**src/rtl/cpu_pkg.sv**
```systemverilog
`default_nettype none
// ============================================================================
// Package     : cpu_pkg
// Description : Shared CPU constants used by the fetch/decode pipeline stages.
// Revision    : 1.0 - initial release
// ============================================================================
package cpu_pkg;

  // Default datapath width for PCs and instruction words
  localparam int XLEN = 32;

  // Canonical NOP (addi x0, x0, 0) presented to decode when nothing is queued
  localparam logic [31:0] NOP_INSTR = 32'h0000_0013;

endpackage : cpu_pkg
`default_nettype wire

```
**src/rtl/if_id_queue.sv**
```systemverilog
`default_nettype none
// ============================================================================
// Module      : if_id_queue
// Description : Fetch-to-decode instruction queue. Circular buffer of
//               {PC, instruction} pairs with valid/ready handshakes on both
//               sides, whole-queue flush on redirect, and a sticky error flag
//               for pushes attempted while full.
// Revision    : 1.0 - initial release
// ============================================================================
module if_id_queue
  import cpu_pkg::*;
#(
  parameter int DEPTH     = 2,
  parameter int DATA_XLEN = cpu_pkg::XLEN
) (
  input  logic                       clk,
  input  logic                       rst,
  input  logic                       fetch_valid,
  input  logic [DATA_XLEN-1:0]       fetch_pc,
  input  logic [DATA_XLEN-1:0]       fetch_instr,
  output logic                       fetch_ready,
  output logic                       dec_valid,
  output logic [DATA_XLEN-1:0]       dec_pc,
  output logic [DATA_XLEN-1:0]       dec_instr,
  input  logic                       dec_ready,
  input  logic                       flush,
  output logic [$clog2(DEPTH+1)-1:0] count,
  output logic                       overflow_err
);

  localparam int PTR_W = $clog2(DEPTH);
  localparam int CNT_W = $clog2(DEPTH + 1);

  localparam logic [CNT_W-1:0] CNT_FULL = CNT_W'(DEPTH);
  localparam logic [CNT_W-1:0] CNT_ONE  = CNT_W'(1);
  localparam logic [PTR_W-1:0] PTR_ONE  = PTR_W'(1);

  logic [DATA_XLEN-1:0] pc_mem    [DEPTH];
  logic [DATA_XLEN-1:0] instr_mem [DEPTH];

  logic [PTR_W-1:0] wr_ptr;
  logic [PTR_W-1:0] rd_ptr;
  logic [CNT_W-1:0] occ;

  logic push;
  logic pop;
  logic full;
  logic empty;

  // Handshake qualifiers derive only from registered occupancy, so there is
  // no combinational path from dec_ready back to fetch_ready.
  always_comb begin
    full  = (occ == CNT_FULL);
    empty = (occ == '0);
    push  = fetch_valid && !full;
    pop   = !empty && dec_ready;
  end

  // Head presentation; outputs are masked to a NOP when the queue is empty.
  always_comb begin
    fetch_ready = !full;
    dec_valid   = !empty;
    count       = occ;
    dec_pc      = '0;
    dec_instr   = DATA_XLEN'(NOP_INSTR);
    if (!empty) begin
      dec_pc    = pc_mem[rd_ptr];
      dec_instr = instr_mem[rd_ptr];
    end
  end

  // Pointer and occupancy bookkeeping; reset beats flush beats push/pop.
  always_ff @(posedge clk) begin
    if (!rst) begin
      wr_ptr <= '0;
      rd_ptr <= '0;
      occ    <= '0;
    end else if (flush) begin
      wr_ptr <= '0;
      rd_ptr <= '0;
      occ    <= '0;
    end else begin
      if (push) wr_ptr <= wr_ptr + PTR_ONE;
      if (pop)  rd_ptr <= rd_ptr + PTR_ONE;
      case ({push, pop})
        2'b10:   occ <= occ + CNT_ONE;
        2'b01:   occ <= occ - CNT_ONE;
        default: occ <= occ;
      endcase
    end
  end

  // Sticky protocol error: fetch kept presenting a pair while the queue was full.
  always_ff @(posedge clk) begin
    if (!rst) begin
      overflow_err <= 1'b0;
    end else if (fetch_valid && full && !flush) begin
      overflow_err <= 1'b1;
    end
  end

  // Entry storage is intentionally not reset; every read is masked by occupancy.
  always_ff @(posedge clk) begin
    if (rst && !flush && push) begin
      pc_mem[wr_ptr]    <= fetch_pc;
      instr_mem[wr_ptr] <= fetch_instr;
    end
  end

endmodule : if_id_queue
`default_nettype wire

```
**config.mk**
```make
export PLATFORM = sky130hd
export DESIGN_NAME = if_id_queue
export DESIGN_NICKNAME = d
export VERILOG_FILES = /design/src/rtl/cpu_pkg.sv /design/src/rtl/if_id_queue.sv
export SDC_FILE = /design/constraint.sdc
export NUM_CORES = 1
export LEC_CHECK = 0
export CORE_ASPECT_RATIO = 1.2
export CORE_MARGIN = 8
export CORE_UTILIZATION = 52
export DETAILED_ROUTE_END_ITERATION = 16
export PLACE_DENSITY = 0.85
export SYNTH_ARGS = -nofsm -noshare
export SYNTH_HDL_FRONTEND = slang
export SYNTH_SLANG_ARGS = --single-unit
```
**constraint.sdc**
```tcl
create_clock -name clk -period 11.55 [get_ports clk]
set_clock_uncertainty 0.15 [all_clocks]
set_input_delay 1.155 -clock clk [delete_from_list [all_inputs] [get_ports clk]]
set_output_delay 1.155 -clock clk [all_outputs]
set_load 0.01 [all_outputs]
```
==> flow_metrics.env <==
export IMPL_synth_most_common_cell="edfxtp_1"
export IMPL_drive_above_1_share=0.07809
export IMPL_async_reset_ff_frac=0
export IMPL_routabilityCongestion=0.7090
export IMPL_yosysWarnings=0
export IMPL_die_y_um=124.2
export IMPL_rsz0062_at_grt="false"
export IMPL_hold_viol_final=0
export IMPL_postCtsHoldBufs=0
export IMPL_max_cap_violations=0
export IMPL_grt_pass1_vias=3209
export IMPL_overflow=0
export IMPL_end_kind="primary output"
export IMPL_ir_worst_vdd_mv=0.1078
export IMPL_synth_ff_type="edfxtp_1"
export IMPL_clkSlewWorstSetupHoldPaths_ns=0.05
export IMPL_synth_area_leaders="edfxtp_1 (76%), mux2i_1 (13%), nor2_1 (4.8%), dfxtp_1 (2.4%), buf_4 (0.89%)"
export IMPL_synth_area_per_cell_um2=16.90
export IMPL_diodes=0
export IMPL_synth_top_area_share=0.7581
export IMPL_wl_per_cell_um=18.70
export IMPL_drcViolationCount=0
export IMPL_cts_resized_gates=0
export IMPL_grt_max_degree=65
export IMPL_clk_insertion_delay_late_ns=0.40
export IMPL_critical_path_peak_fanout=32
export IMPL_ys_seq_area_frac=0.7818
export IMPL_antenna_left=0
export IMPL_cts_buffers=17
export IMPL_start_util=0.5328
export IMPL_area_growth_pct=41.44
export IMPL_cp_data_required_time_ns=10.25
export IMPL_hold_path_class="reg -> reg"
export IMPL_hpwl_mm=7.388
export IMPL_core_um2=9515
export IMPL_ys_top_cells_by_count="edfxtp_1 (128), nor2_1 (65), mux2i_1 (64), buf_2 (7)"
export IMPL_io_pins=138
export IMPL_setup_violations=0
export IMPL_clockRootBuffer="clkbuf_16"
export IMPL_cts_tree="built"
export IMPL_grt_usage=0.1659
export IMPL_crit_path_start_kind="flop"
export IMPL_fp_dieW_um=106.1
export IMPL_worst_pin_slew_ns=1.126
export IMPL_cts_sinks=134
export IMPL_power_leakage_nw=2.329
export IMPL_power_per_cell_area_nw_per_um2=163.9
export IMPL_antenna_found_initial=0
export IMPL_synth_edf_count=128
export IMPL_period_share=0.3358
export IMPL_path_class="reg -> out"
export IMPL_drt_iter0_drc=151
export IMPL_fin_tns_setup_ns=0
export IMPL_routed_wl_mm=10.92
export IMPL_drv_slew=0
export IMPL_first_pass_iters=4
export IMPL_fin_hold_ws_ns=0.3337
export IMPL_fin_nets=518
export IMPL_ys_seq_elements=134
export IMPL_ys_types=20
export IMPL_cts_setup_buffers=0
export IMPL_fill_cells=616
export IMPL_syn_area_um2=5070
export IMPL_status="finished, final reports clean"
export IMPL_synth_net_count=370
export IMPL_fin_crit_ns=3.878
export IMPL_grt_first_pass_wirelength_mm=16.26
export IMPL_cts_buffer_depth=2
export IMPL_vias=2966
export IMPL_r2r_setup_slack_ns=9.50
export IMPL_synthCells=300
export IMPL_floorplan_rows=39
export IMPL_viasPerCell=5.079
export IMPL_max_slew_margin=0.2493
export IMPL_synth_area_leader_cell="edfxtp_1"
export IMPL_io_buffers=137
export IMPL_h_tree_depth=4
export IMPL_dieArea_um2=13180
export IMPL_arrival_ns=2.57
export IMPL_fmax_mhz=257.8
sequential cells by signal, indices dropped and copies added (netlist names), named ones only:
name	flops
wr_ptr	1
rd_ptr	1
pc_mem	64
instr_mem	64
count	2
overflow_err	1
power by group:
| group | internal [W] | switching (W) |
|---|---|---|
| registers | 0.000543 | 0.00000573 |
| logic | 0.0000516 | 0.0000386 |
| clock network | 0.000358 | 0.000178 |
final cells by class:
class / instances / area [um2] / share of cell area
Timing Repair Buffer: 142 / 1409 / 0.1965
Clock inverter: 11 / 156.4 / 0.02181
Sequential cell: 134 / 3968 / 0.5533
Inverter: 3 / 11.26 / 0.001570
Tap cell: 123 / 153.9 / 0.02146
Clock buffer: 21 / 440.4 / 0.06142
Multi-Input combinational cell: 150 / 1032 / 0.1440
stage by stage:
stage / util / power [W] / area, um2 / cells / setup WS (ns)
3_5_place_dp: 0.6909 / 0.0006492 / 6574 / 552 / 8.053
5_1_grt: 0.7536 / 0.001217 / 7171 / 584 / 7.440
6_report: 0.7536 / 0.001175 / 7171 / 584 / 7.672
4_1_cts: 0.7536 / 0.001186 / 7171 / 584 / 7.619
3_3_place_gp: 0.6909 / 0.0006460 / 6574 / 552 / 8.096
2_1_floorplan: - / 0.0005905 / 5070 / 300 / 5.025
placed cells by master, fill, tap and decap left out, types with 2 or more instances in the layout:
cell type / Yosys / routed
clkdlybuf4s50_1: 0 / 137
edfxtp_1: 128 / 128
mux2i_1: 64 / 64
nor2_1: 65 / 64
clkbuf_16: 0 / 17
clkinv_2: 0 / 5
dfxtp_1: 6 / 5
buf_4: 6 / 5
nand2_1: 4 / 4
clkbuf_1: 0 / 4
bufinv_16: 0 / 4
inv_1: 3 / 3
o21ai_0: 2 / 2
nand2b_1: 2 / 2
nor3_2: 0 / 2
xor2_1: 2 / 2
a21oi_1: 2 / 2
layer usage:
layer	global-route usage	wire (um)	up-vias
met4	0.1013	251	0
li1	-	-	1409
met5	0	0	-
met1	0.1553	3815	1444
met2	0.3081	6181	95
met3	0.05487	669	18
critical path: stages (launching register included):
cell	delay (ns)
dfxtp_1	0.37
nor2_4	0.57
buf_4	0.45
inv_1	0.14
nand2_1	0.08
clkdlybuf4s50_1	0.55
worst paths after layout:
check | endpoint | cells after the start | start
setup / recovery | dec_instr[1] | 5 | count[1]
hold / removal | overflow_err | 1 | overflow_err
setup reg to reg | pc_mem[0][4] | 4 | count[0]
hold reg to reg | overflow_err | 1 | overflow_err
cell families after synthesis:
kind of cell | count (synthesis) | synth area share
flops | 134 | 0.7818
simple gates | 76 | 0.05923
mux | 64 | 0.1264
buf+inv | 16 | 0.01801
compound gates | 6 | 0.006911
xor+xnor | 3 | 0.005184
fa+ha+maj | 1 | 0.002468
No activity file was read; power rests on OpenSTA's default activity.
